`config.mk`:
```
export PLATFORM = sky130hd
export DESIGN_NAME = blink_period_meter
export DESIGN_NICKNAME = d
export VERILOG_FILES = /design/src/rtl/blink_period_meter.sv
export SDC_FILE = /design/constraint.sdc
export NUM_CORES = 1
export LEC_CHECK = 0
export ABC_AREA = 1
export BUFFER_PORTS_ARGS = -buffer_cell sky130_fd_sc_hd__buf_2
export CAP_MARGIN = 15
export CORE_ASPECT_RATIO = 0.7
export CORE_MARGIN = 4
export CORE_UTILIZATION = 45
export DETAILED_ROUTE_END_ITERATION = 10
export SETUP_SLACK_MARGIN = 0.5
export SYNTH_ARGS = -nofsm -noshare
export SYNTH_HDL_FRONTEND = slang
export SYNTH_SLANG_ARGS = --single-unit
```
`constraint.sdc`:
```
create_clock -name CLOCK_50 -period 2 [get_ports CLOCK_50]
set_input_delay 0.1 -clock CLOCK_50 [delete_from_list [all_inputs] [get_ports CLOCK_50]]
set_output_delay 0.1 -clock CLOCK_50 [all_outputs]
set_load 0.05 [all_outputs]
```
`src/rtl/blink_period_meter.sv`:
```
// Measures the half-period of an asynchronous toggling input in CLOCK_50 cycles
// and delivers each measurement on a valid/ready port with overrun and timeout flags.
module blink_period_meter #(
    parameter int CNT_W   = 26,
    parameter int MAX_CNT = 50000000
) (
    input  logic             CLOCK_50,
    input  logic             reset,
    input  logic             LED_IN,
    output logic [CNT_W-1:0] period,
    output logic             period_valid,
    input  logic             period_ready,
    output logic             overrun,
    output logic             timeout,
    output logic             level
);

    localparam logic [CNT_W-1:0] ZERO_C = {CNT_W{1'b0}};
    localparam logic [CNT_W-1:0] ONE_C  = CNT_W'(1);
    localparam logic [CNT_W-1:0] MAX_C  = CNT_W'(MAX_CNT);

    typedef enum logic [1:0] {
        ST_IDLE    = 2'd0,
        ST_MEASURE = 2'd1,
        ST_STALL   = 2'd2
    } state_t;

    state_t           state_r;
    logic             sync1_r;
    logic             sync2_r;
    logic             hist_r;
    logic [CNT_W-1:0] cnt_r;
    logic [CNT_W-1:0] period_r;
    logic             valid_r;
    logic             overrun_r;
    logic             timeout_r;
    logic             edge_s;
    logic             report_s;

    // Two-flop synchronizer plus one history flop for transition detection
    always_ff @(posedge CLOCK_50) begin
        if (!reset) begin
            sync1_r <= 1'b0;
            sync2_r <= 1'b0;
            hist_r  <= 1'b0;
        end else begin
            sync1_r <= LED_IN;
            sync2_r <= sync1_r;
            hist_r  <= sync2_r;
        end
    end

    // Transition strobe and report qualifier: only a referenced edge is reported
    always_comb begin
        edge_s   = sync2_r ^ hist_r;
        report_s = 1'b0;
        if (edge_s && (state_r == ST_MEASURE)) begin
            report_s = 1'b1;
        end else begin
            report_s = 1'b0;
        end
    end

    // Measurement FSM with interval counter and output handshake
    always_ff @(posedge CLOCK_50) begin
        if (!reset) begin
            state_r   <= ST_IDLE;
            cnt_r     <= ZERO_C;
            period_r  <= ZERO_C;
            valid_r   <= 1'b0;
            overrun_r <= 1'b0;
            timeout_r <= 1'b0;
        end else begin
            case (state_r)
                ST_IDLE: begin
                    if (edge_s) begin
                        state_r <= ST_MEASURE;
                        cnt_r   <= ONE_C;
                    end
                end
                ST_MEASURE: begin
                    // An edge landing exactly at MAX_CNT wins over the timeout
                    if (edge_s) begin
                        cnt_r <= ONE_C;
                    end else if (cnt_r == MAX_C) begin
                        state_r   <= ST_STALL;
                        timeout_r <= 1'b1;
                    end else begin
                        cnt_r <= cnt_r + ONE_C;
                    end
                end
                ST_STALL: begin
                    if (edge_s) begin
                        state_r   <= ST_MEASURE;
                        cnt_r     <= ONE_C;
                        timeout_r <= 1'b0;
                    end
                end
                default: begin
                    state_r   <= ST_IDLE;
                    cnt_r     <= ZERO_C;
                    timeout_r <= 1'b0;
                end
            endcase

            if (report_s) begin
                period_r <= cnt_r;
                valid_r  <= 1'b1;
                if (valid_r && !period_ready) begin
                    overrun_r <= 1'b1;
                end
            end else if (valid_r && period_ready) begin
                valid_r <= 1'b0;
            end
        end
    end

    assign period       = period_r;
    assign period_valid = valid_r;
    assign overrun      = overrun_r;
    assign timeout      = timeout_r;
    assign level        = sync2_r;

endmodule

```
# Yosys cells after proc, flatten, opt, wreduce, memory -nomap -nowiden
# Index checks and enable logic that the tools add are counted.
word_totals:
  ff_bits: 60
  input_bits: 4
  output_inout_bits: 30
  wordCells: 46
classes:
  add_sub_neg: 1
  eq_ne: 8
  n_mux: 15
  n_bitwise: 2
  reduce_logical: 11
ops:
  columns: ["op", "count"]
  rows:
  - ["$mux 26", 3]
  - ["$pmux 26 s2", 1]
  - ["$add 26x1->26 const B", 1]
  - ["$eq 26x26->1 const B", 1]
  - ["$mux 1", 6]
  - ["$mux 2", 3]
  - ["$ne 2x1->1 const B", 2]
  - ["$ne 2x2->1 const B", 2]
  - ["$pmux 2 s2", 1]
  - ["$reduce_and 2->1", 2]
  - ["$reduce_and 4->1", 1]
  - ["$logic_and 1x1->1", 3]
  - ["$ne 3x3->1 const B", 1]
  - ["$pmux 1 s3", 1]
  - ["$reduce_and 3->1", 1]
  - ["$eq 2x1->1 const B", 1]
  - ["$eq 2x2->1 const B", 1]
  - ["$logic_not 2->1", 1]
  - ["$reduce_bool 2->1", 1]
  - ["$reduce_or 2->1", 1]
  - ["$logic_not 1->1", 1]
  - ["$not 1->1", 1]
  - ["$xor 1x1->1", 1]

# Longest topological paths before layout
# Gate-level depths: netlist of the first run.
logic_depth:
  ltp_word: 4
  mapped_depth: 11

# Worst setup path before layout of the first run
# OpenSTA, ideal clock, no wires.
synth_timing:
  path_type: "register -> register"
  from: "register sync2_r (netlist: level)"
  to: "register cnt_r[23]"
  setup_ps: 113
  arrival_ps: 1660
  required_time_ps: 1887
  path_slack_ps: 227
  path_stages_with_launch: 10
  n_path_buf: 2
  synth_period_minus_slack_ps: 1773
  path_cell_list: "dfxtp_1 -> or2_1 -> nand2_4 -> or2_1 -> buf_4 -> nand2_4 -> buf_6 -> nor2_1 -> nor2_1 -> nor2_1"
synth_between:
  elab_chain_len: 3
  word_cells_on_any_way: 6
  cone_classes: "eq/ne: 2; mux: 2; bitwise: 1; reduce/logical: 1"
synth_rtl:
  columns: ["element", "line_no", "source"]
  rows:
  - ["start, declared", "30", "logic sync2_r;"]
  - ["start signal, assigned", "48", "sync2_r <= sync1_r;"]
  - ["$xor 1x1->1 *", "55", "edge_s = sync2_r ^ hist_r;"]
  - ["$mux 26 (tied with other cells)", "83", "if (edge_s) begin"]
  - ["$pmux 26 s2 / $reduce_and 2->1 (equally long branches)", null, null]
  - ["end signal, assigned", "89", "cnt_r <= cnt_r + ONE_C;"]
  - ["end, declared", "32", "logic [CNT_W-1:0] cnt_r;"]
# Every way passes the cells marked *; elsewhere a longest branch is shown, timed or not.
# A chain may end at the register's enable or synchronous reset.

# Worst setup path after layout of the first run
layout_timing:
  from: "register cnt_r[0]"
  to: "register cnt_r[20]"
layout_between:
  elab_chain_len: 4
  word_cells_on_any_way: 7
  cone_classes: "add/sub: 1; eq/ne: 2; mux: 3; reduce/logical: 1"
layout_rtl:
  columns: ["element", "line_no", "source"]
  rows:
  - ["$add 26x1->26", "89", null]
  - ["$mux 26", "85", "end else if (cnt_r == MAX_C) begin"]
  - ["$mux 26", "83", null]
  - ["$pmux 26 s2", "74", "case (state_r)"]
# Parallel ways exist; a longest one is shown, timed or not. The select of a mux whose other input is x is not followed.

==> results of run 1 <==
-- layout make-up --
class	count	area [um^2]
sequential	60	1260
inverter	52	215
multi-input combinational	309	1820
tap	91	114
clock inverter	6	95.1
fill	532	2170
timing repair buffer	71	514
clock buffer	10	138
-- per-stage QoR --
stage               hold slack, ps  total power, mW  utilization [%]  area, um^2  setup WS [ps]
floorplan                      198             1.42                -        3010            504
global placement               282             1.47             52.6        3330            244
detailed placement             284             1.48             52.6        3330            211
CTS                           32.1             2.76             58.8        3730            465
global route                  50.4             2.90             65.7        4160            311
finish                        41.2             2.80             65.7        4160            435
-- per-layer routing --
layer	vias up	share of wire, %	global-route usage, %
li1	1550	-	-
met1	1485	46	34.5
met2	150	41	31.7
met3	15	11	5.93
met4	0	1.6	7.34
met5	-	0	0
-- state kept, by name, summed over array words and instances, names as in the netlist --
register      count
timeout           1
period           26
overrun           1
hist_r            1
period_valid      1
level             1
state_r           2
sync1_r           1
cnt_r            26
-- layout by cell type (no fill, tap or decap), types with 3 or more instances in the layout --
cell type	count
nand3_2	5
buf_4	29
nand2_1	71
a21oi_1	35
nor2_1	44
dfxtp_4	13
nor2_4	11
inv_4	6
xor2_1	3
dfxtp_2	9
inv_1	39
nor3_2	5
nand2_2	17
nand3_1	20
nand2_4	10
inv_2	5
dfxtp_1	38
buf_2	33
o21ai_0	30
o21ai_1	4
buf_6	5
nor2_2	10
a21oi_2	8
clkbuf_8	10
nand4_1	15
-- power groups by stage --
stage / clock network (mW) / logic, mW / registers [mW]
after global placement: 0 / 0.216 / 1.26
final: 1.27 / 0.306 / 1.22
after CTS: 1.29 / 0.243 / 1.23
after global routing: 1.35 / 0.325 / 1.23
after detailed placement: 0 / 0.218 / 1.26
after floorplan: 0 / 0.114 / 1.30
-- worst max-delay path, delay by kind of cell, from the launching register on --
family                     cells  cell delay (ps)
and+or+nand+nor                9              820
DFF                            1              400
adders and majority gates      1              190
buffers and inverters          1               70
-- worst paths after layout --
kind	startpoint	end
setup / recovery	cnt_r[0]	cnt_r[20]
hold / removal	period_ready	period_valid
setup reg to reg	cnt_r[0]	cnt_r[20]
hold reg to reg	sync1_r	level
-- cells by family after synthesis --
group                      Yosys count  synth area share [%]
AOI/OAI and AO/OA                   82                  14.3
xor gates and xnor gates             3                 0.881
adders and majority gates            2                 0.838
buffers and inverters               66                  9.14
DFF                                 60                  40.3
and+or+nand+nor                    220                  34.6
-- what timing repair did --
action / in CTS / in global routing
gates resized for setup: 35 / 88
hold endpoints to repair: 1 / 0
hold buffers: 1 / 0
cloned: 0 / 3
endpoints found under the setup margin: 34 / 54
pin swaps: 5 / 34
buffers inserted: 8 / 13
==> flow_metrics.env, run 1 <==
export IMPL_criticalPathCategory="reg2reg"
export IMPL_rrSetupSlack_ps=440
export IMPL_syn_num_nets=439
export IMPL_cts_made_buffers=9
export IMPL_die_area_um2=8020
export IMPL_grtUsageTotal_pct=23.0
export IMPL_max_freq_ghz=0.639
export IMPL_synth_edf_count=0
export IMPL_end_kind="flop"
export IMPL_syn_area_um2=2980
export IMPL_fin_crit_sh_pct=78.2
export IMPL_clockBufferDepth=2
export IMPL_drt_pass1_iterations=5
export IMPL_post_drt_wl_per_cell_um=16.4
export IMPL_finalSetupViolCount=0
export IMPL_ant_nets=0
export IMPL_drt_iter0_markers=268
export IMPL_path_clk_slew_ps=70
export IMPL_drc_errors=0
export IMPL_grt_pass1_wl_um=14600
export IMPL_hold_path_class="in2reg"
export IMPL_nets=509
export IMPL_seq_power_share_pct=43.7
export IMPL_cp_slowest_stage_delay_ps=400
export IMPL_yosysTopAreaCellShare_pct=40.3
export IMPL_rsz0062_at_grt="true"
export IMPL_power_leakage_nw=1.74
export IMPL_die_y_um=76.1
export IMPL_synth_area_leaders="dfxtp_1 40%, nand2_1 11%, a21oi_1 7.0%"
export IMPL_reg2reg_depth=11
export IMPL_yosysUniqueCellTypes=34
export IMPL_outcome="completed"
export IMPL_vias=3200
export IMPL_synth_ff_type="dfxtp_1"
export IMPL_drt_total_wl_um=9830
export IMPL_fin_cells=599
export IMPL_worstMarginPinSlew_ps=545
export IMPL_period_minus_slack_ps=1560
export IMPL_p_sw_mw=0.741
export IMPL_hold_depth=4
export IMPL_hpwl_um=6460
export IMPL_antenna_found_initial=0
export IMPL_drive_above_1_share_pct=39.2
export IMPL_diodes=0
export IMPL_row_count=24
export IMPL_skew_ps=6.41
export IMPL_yosysWarnings=0
export IMPL_clock_sinks=60
export IMPL_crit_path_top_delay_cell="dfxtp_4"
export IMPL_worstSkewPairLatency_ps=340
export IMPL_swShare_pct=26.5
export IMPL_cp_data_required_time_ps=2280
export IMPL_area_delta_synth_final_pct=39.5
export IMPL_avgSynthCellArea_um2=6.89
export IMPL_p_per_area_nw_per_um2=673
export IMPL_synthArstFlopShare_pct=0
export IMPL_die_w_um=105
export IMPL_ir_worst_vdd_mv=0.392
export IMPL_ios=34
export IMPL_maxCapViolations=0
export IMPL_yosysMostFrequentCell="nand2_1"
export IMPL_setup_tns_ps=0
export IMPL_slew_headroom_pct=63.4
export IMPL_coreArea_um2=6340
export IMPL_cts_tree="done"
export IMPL_overflow=0
export IMPL_htree_levels=3
export IMPL_ys_seq_area_share_pct=40.3
export IMPL_synth_cells=433
export IMPL_gp_congestion=0.955
export IMPL_netlist_top_cells_count="91 x nand2_1, 60 x dfxtp_1, 54 x nor2_1"
export IMPL_synth_seq_cells=60
export IMPL_cp_cell_sequence="ha_4, nand2_4, nor2_4, nand2_4, nor2_4, nand3_2, inv_1, nand3_1, nand2_1, nand2_1, nor2_1"
export IMPL_p_clk_share_pct=45.4
export IMPL_io_buffers=33
export IMPL_cts_root_buf="clkbuf_8"
export IMPL_grt_start_max_net_pins=40
export IMPL_path_max_fanout=5
export IMPL_cp_arrival_ps=1840
export IMPL_dpl_cell_count=558
export IMPL_p_int_mw=2.06
export IMPL_slew_violations=0
export IMPL_yosysTopAreaCell="dfxtp_1"
export IMPL_grt_pass1_vias=2787
export IMPL_start_util_pct=47.1
export IMPL_finalHoldViolations=0
export IMPL_critPathLaunchType="flop"
export IMPL_p_comb_share_pct=10.9
export IMPL_viasPerCell=5.34
Note: power is estimated with default switching activity, not from simulation.
==> run 2: changes to the inputs <==
--- a/config.mk
+++ b/config.mk
@@ -12,6 +12,7 @@
 export CORE_MARGIN = 4
 export CORE_UTILIZATION = 45
 export DETAILED_ROUTE_END_ITERATION = 10
+export PLACE_DENSITY = 0.66
 export SETUP_SLACK_MARGIN = 0.5
 export SYNTH_ARGS = -nofsm -noshare
 export SYNTH_HDL_FRONTEND = slang
==> constraint.sdc (replaced) <==
create_clock -name CLOCK_50 -period 1.31 [get_ports CLOCK_50]
set_input_delay 0.0655 -clock CLOCK_50 [delete_from_list [all_inputs] [get_ports CLOCK_50]]
set_output_delay 0.0655 -clock CLOCK_50 [all_outputs]
set_load 0.05 [all_outputs]
==> run 2 against run 1 <==
  * Die area unchanged
  * Critical path depth decreased by 2
  * The flow now finishes with violations (setup timing)
  * Wire length increased by 75%
  * Count of clock-buffer cells in the layout unchanged
  * Clock skew increased by 12 ps
  * Largest cell class unchanged
  * Combinational power increased by 140%
==> flow_metrics.env, run 2 (synthesized netlist as in run 1, its figures left out) <==
export IMPL_grt_pass1_vias=4046
export IMPL_drive_above_1_share_pct=64.7
export IMPL_ios=34
export IMPL_vias=4533
export IMPL_htree_levels=3
export IMPL_maxCapViolations=0
export IMPL_die_area_um2=8020
export IMPL_cp_slowest_stage_delay_ps=380
export IMPL_slew_violations=0
export IMPL_overflow=0
export IMPL_cts_tree="done"
export IMPL_max_freq_ghz=0.553
export IMPL_worstMarginPinSlew_ps=607
export IMPL_viasPerCell=6.40
export IMPL_drt_iter0_markers=831
export IMPL_skew_ps=18.2
export IMPL_violations="setup timing"
export IMPL_mostFrequentLayoutCell="buf_4"
export IMPL_final_cell_mix="107 x buf_4, 61 x nand2_1, 42 x dfxtp_2, 36 x inv_1, 36 x nor2_1"
export IMPL_nFillCells=199
export IMPL_fin_crit_sh_pct=138
export IMPL_whs_endpoint="cnt_r[22]"
export IMPL_period_minus_slack_ps=1810
export IMPL_clock_sinks=60
export IMPL_path_clk_slew_ps=90
export IMPL_critical_path_startpoint="cnt_r[7]"
export IMPL_clockBufferDepth=2
export IMPL_dpl_cell_count=632
export IMPL_cts_made_buffers=9
export IMPL_path_max_fanout=5
export IMPL_slew_headroom_pct=59.1
export IMPL_p_per_area_nw_per_um2=712
export IMPL_area_delta_synth_final_pct=95.1
export IMPL_worstSkewPairLatency_ps=370
export IMPL_hold_depth=5
export IMPL_fin_cells=708
export IMPL_post_dp_cell_area_um2=3970
export IMPL_finalSetupViolCount=56
export IMPL_rrSetupSlack_ps=-500
export IMPL_finalHoldWorstSlack_ps=219
export IMPL_ant_nets=0
export IMPL_outcome="finished, violations left"
export IMPL_io_buffers=33
export IMPL_crit_buf_inv=2
export IMPL_row_count=24
export IMPL_gp_congestion=0.949
export IMPL_ir_worst_vdd_mv=0.532
export IMPL_power_leakage_nw=2.50
export IMPL_setup_slack_ps=-499
export IMPL_rr_endpoint="cnt_r[16]"
export IMPL_rsz0062_at_grt="true"
export IMPL_cp_arrival_ps=2100
export IMPL_crit_family="simple AND/OR/NAND/NOR gates"
export IMPL_stdcell_area_um2=5820
export IMPL_crit_path_top_delay_cell="dfxtp_2"
export IMPL_hp_start="reset"
export IMPL_end_kind="flop"
export IMPL_diodes=0
export IMPL_cp_cell_sequence="buf_6, nand2_1, nor2_2, nand2_4, buf_12, nor2_4, xor2_1, nand3_1, a21oi_2"
export IMPL_nets=618
export IMPL_hpwl_um=6890
export IMPL_drt_total_wl_um=17200
export IMPL_coreArea_um2=6340
export IMPL_grtUsageTotal_pct=34.6
export IMPL_reg2reg_from="cnt_r[7]"
export IMPL_grt_pass1_wl_um=21700
export IMPL_die_w_um=105
export IMPL_post_drt_wl_per_cell_um=24.3
export IMPL_cp_data_required_time_ps=1600
export IMPL_start_util_pct=47.1
export IMPL_antenna_found_initial=0
export IMPL_cts_root_buf="clkbuf_8"
export IMPL_finalHoldViolations=0
export IMPL_reg2reg_depth=9
export IMPL_p_total_mw=4.15
export IMPL_die_y_um=76.1
export IMPL_setup_tns_ps=-14040
export IMPL_drc_errors=0
export IMPL_criticalPathCategory="reg2reg"
export IMPL_grt_start_max_net_pins=40
export IMPL_critPathLaunchType="flop"
export IMPL_hold_path_class="in2reg"
export IMPL_drt_pass1_iterations=8
## run 2: what timing repair did
action,4_1_cts,5_1_grt
pin swaps,51,45
hold buffers,2,0
resized for setup,270,85
hold endpoints to repair,2,0
cloned,7,0
buffers inserted,30,21
setup endpoints to repair,87,87
## run 2: power by group
part | total, mW | internal (mW) | switching (mW)
logic | 0.721 | 0.302 | 0.419
registers | 1.89 | 1.84 | 0.0459
clock network | 1.54 | 0.683 | 0.854
## run 2: worst max path at each step
| stage | cells past startpoint | slack, ps | end |
|---|---|---|---|
| finish | 9 | -500 | cnt_r[16] |
| global route | 8 | -550 | cnt_r[18] |
| CTS | 10 | -170 | cnt_r[25] |
| detailed placement | 10 | -270 | cnt_r[23] |
| global placement | 10 | -230 | cnt_r[23] |
| floorplan | 9 | -180 | cnt_r[23] |
## run 2: layout make-up
type | count | area, um^2 | share of cell area [%]
inverters | 52 | 219 | 3.76
repair buffers | 181 | 1900 | 32.7
multi-input cells | 308 | 2120 | 36.5
flip-flops and latches | 60 | 1290 | 22.2
clock buffers | 10 | 128 | 2.19
well taps | 91 | 114 | 1.96
clock inverters | 6 | 40.0 | 0.688
## run 2: metrics by stage
step           util (%)  setup WS (ps)
3_5_place_dp       62.6           -268
4_1_cts            84.8           -172
3_3_place_gp       62.6           -235
6_report           91.9           -499
5_1_grt            91.9           -550
2_1_floorplan         -           -184
## run 2: worst register-to-register path: cells and delay by family, from the launching register on
kind | cells | cell delay (ps)
flops | 1 | 380
buf+inv | 2 | 280
simple gates | 5 | 640
compound gates | 1 | 200
xor+xnor | 1 | 220
## run 2: routing by layer
| layer | wire length (um) | vias to the layer above | track usage, % |
|---|---|---|---|
| li1 | - | 1768 | - |
| met4 | 1530 | 0 | 15.9 |
| met1 | 5890 | 2051 | 45.0 |
| met5 | 0 | - | 0 |
| met3 | 2700 | 199 | 10.3 |
| met2 | 7110 | 515 | 52.5 |
==> run 3: changes to the inputs <==
--- a/config.mk
+++ b/config.mk
@@ -6,7 +6,7 @@
 export NUM_CORES = 1
 export LEC_CHECK = 0
 export ABC_AREA = 1
-export BUFFER_PORTS_ARGS = -buffer_cell sky130_fd_sc_hd__buf_2
+export BUFFER_PORTS_ARGS = -buffer_cell sky130_fd_sc_hd__buf_4
 export CAP_MARGIN = 15
 export CORE_ASPECT_RATIO = 0.7
 export CORE_MARGIN = 4
==> run 3 against run 2 <==
  * The flow still finishes with violations (setup timing)
  * Power up 7.6%
  * Combinational power decreased by 9.6%
  * Critical path depth is 1 lower
  * Wire length down 20%
  * Utilization fell by 6.4 points
  * Critical endpoint is now cnt_r[13]
==> flow_metrics.env, run 3 (synthesized netlist as in run 1, its figures left out) <==
export IMPL_fin_crit_sh_pct=128
export IMPL_grtUsageTotal_pct=29.8
export IMPL_end_kind="flop"
export IMPL_die_y_um=76.1
export IMPL_post_drt_wl_per_cell_um=20.3
export IMPL_worstSkewPairLatency_ps=370
export IMPL_hpwl_um=7110
export IMPL_path_clk_slew_ps=70
export IMPL_mostFrequentLayoutCell="buf_4"
export IMPL_viasPerCell=6.06
export IMPL_setup_slack_ps=-368
export IMPL_violations="setup timing"
export IMPL_clockBufferDepth=2
export IMPL_clock_sinks=60
export IMPL_path_max_fanout=5
export IMPL_drt_pass1_iterations=9
export IMPL_finalHoldWorstSlack_ps=223
export IMPL_diodes=0
export IMPL_skew_ps=12.2
export IMPL_ir_worst_vdd_mv=0.683
export IMPL_grt_start_max_net_pins=40
export IMPL_final_cell_mix="97 x buf_4, 60 x nand2_1, 45 x dfxtp_2, 36 x inv_1, 36 x nor2_1"
export IMPL_power_leakage_nw=2.32
export IMPL_grt_pass1_vias=3686
export IMPL_row_count=24
export IMPL_fin_cells=681
export IMPL_drc_errors=0
export IMPL_nFillCells=322
export IMPL_slew_headroom_pct=64.7
export IMPL_outcome="finished, violations left"
export IMPL_rsz0062_at_grt="true"
export IMPL_area_delta_synth_final_pct=81.6
export IMPL_drive_above_1_share_pct=59.0
export IMPL_overflow=0
export IMPL_die_area_um2=8020
export IMPL_worstMarginPinSlew_ps=527
export IMPL_cts_made_buffers=9
export IMPL_finalHoldViolations=0
export IMPL_finalSetupViolCount=55
export IMPL_critPathLaunchType="flop"
export IMPL_maxCapViolations=0
export IMPL_antenna_found_initial=0
export IMPL_gp_congestion=0.924
export IMPL_grt_pass1_wl_um=19000
export IMPL_cp_data_required_time_ps=1560
export IMPL_io_buffers=33
export IMPL_htree_levels=3
export IMPL_start_util_pct=47.1
export IMPL_drt_total_wl_um=13800
export IMPL_coreArea_um2=6340
export IMPL_drt_iter0_markers=561
export IMPL_ant_nets=0
export IMPL_die_w_um=105
export IMPL_dpl_cell_count=628
export IMPL_hold_path_class="in2reg"
export IMPL_cts_tree="done"
export IMPL_nets=591
export IMPL_period_minus_slack_ps=1680
export IMPL_p_per_area_nw_per_um2=824
export IMPL_vias=4124
export IMPL_cts_root_buf="clkbuf_8"
export IMPL_criticalPathCategory="reg2reg"
export IMPL_max_freq_ghz=0.596
export IMPL_ios=34
export IMPL_cp_arrival_ps=1930
export IMPL_p_total_mw=4.46
export IMPL_slew_violations=0
[run 3: per-layer routing]
layer	wire, um	track usage, %	share of wire [%]
met1	5200	40.4	38
met2	5850	44.4	42
met5	0	0	0
met4	932	9.57	6.7
met3	1840	9.99	13
[run 3: worst paths after layout]
kind,slack (ps),cells after the start,startpoint,endpoint
max,-370,8,cnt_r[6],cnt_r[13]
min,220,5,reset,cnt_r[15]
max reg2reg,-370,8,cnt_r[6],cnt_r[13]
min reg2reg,420,2,sync1_r,level
[run 3: repair_timing]
item | 4_1_cts | 5_1_grt
buffers inserted | 20 | 11
setup endpoints to repair | 87 | 87
cloned | 2 | 2
hold buffers | 2 | 0
gates resized for setup | 178 | 111
pin swaps | 31 | 26
endpoints found under the hold margin | 2 | 0
[run 3: cell type report]
cell class,instances,area [um^2],share of cell area [%]
Clock buffer,12,145,2.68
Sequential cell,60,1300,24.0
Clock inverter,4,72.6,1.34
Timing Repair Buffer,154,1570,28.9
Inverter,52,215,3.97
Multi-Input combinational cell,308,2010,37.0
Tap cell,91,114,2.10
[run 3: through the flow]
| step | TNS (ps) | instance area (um^2) | worst slack [ps] | utilization (%) |
|---|---|---|---|---|
| after detailed placement | -8070 | 4020 | -245 | 63.4 |
| after global routing | -12010 | 5420 | -357 | 85.5 |
| after floorplan | -5090 | 3070 | -184 | - |
| final | -9240 | 5420 | -368 | 85.5 |
| after global placement | -6580 | 4020 | -248 | 63.4 |
| after CTS | -4410 | 4970 | -136 | 78.4 |
[run 3: worst max-delay path: stages (launching register included)]
cell and delay (ps):
dfxtp_2 350, buf_6 110, nand2_4 60, nor2_4 180
nand2_4 110, nor2_1 260, a21oi_1 180, nor3_2 240
nor2_1 80
[run 3: where the power goes]
part	internal (mW)	total, mW	switching (mW)
combinational	0.269	0.652	0.383
sequential	1.85	1.89	0.0436
clock	1.12	1.92	0.801
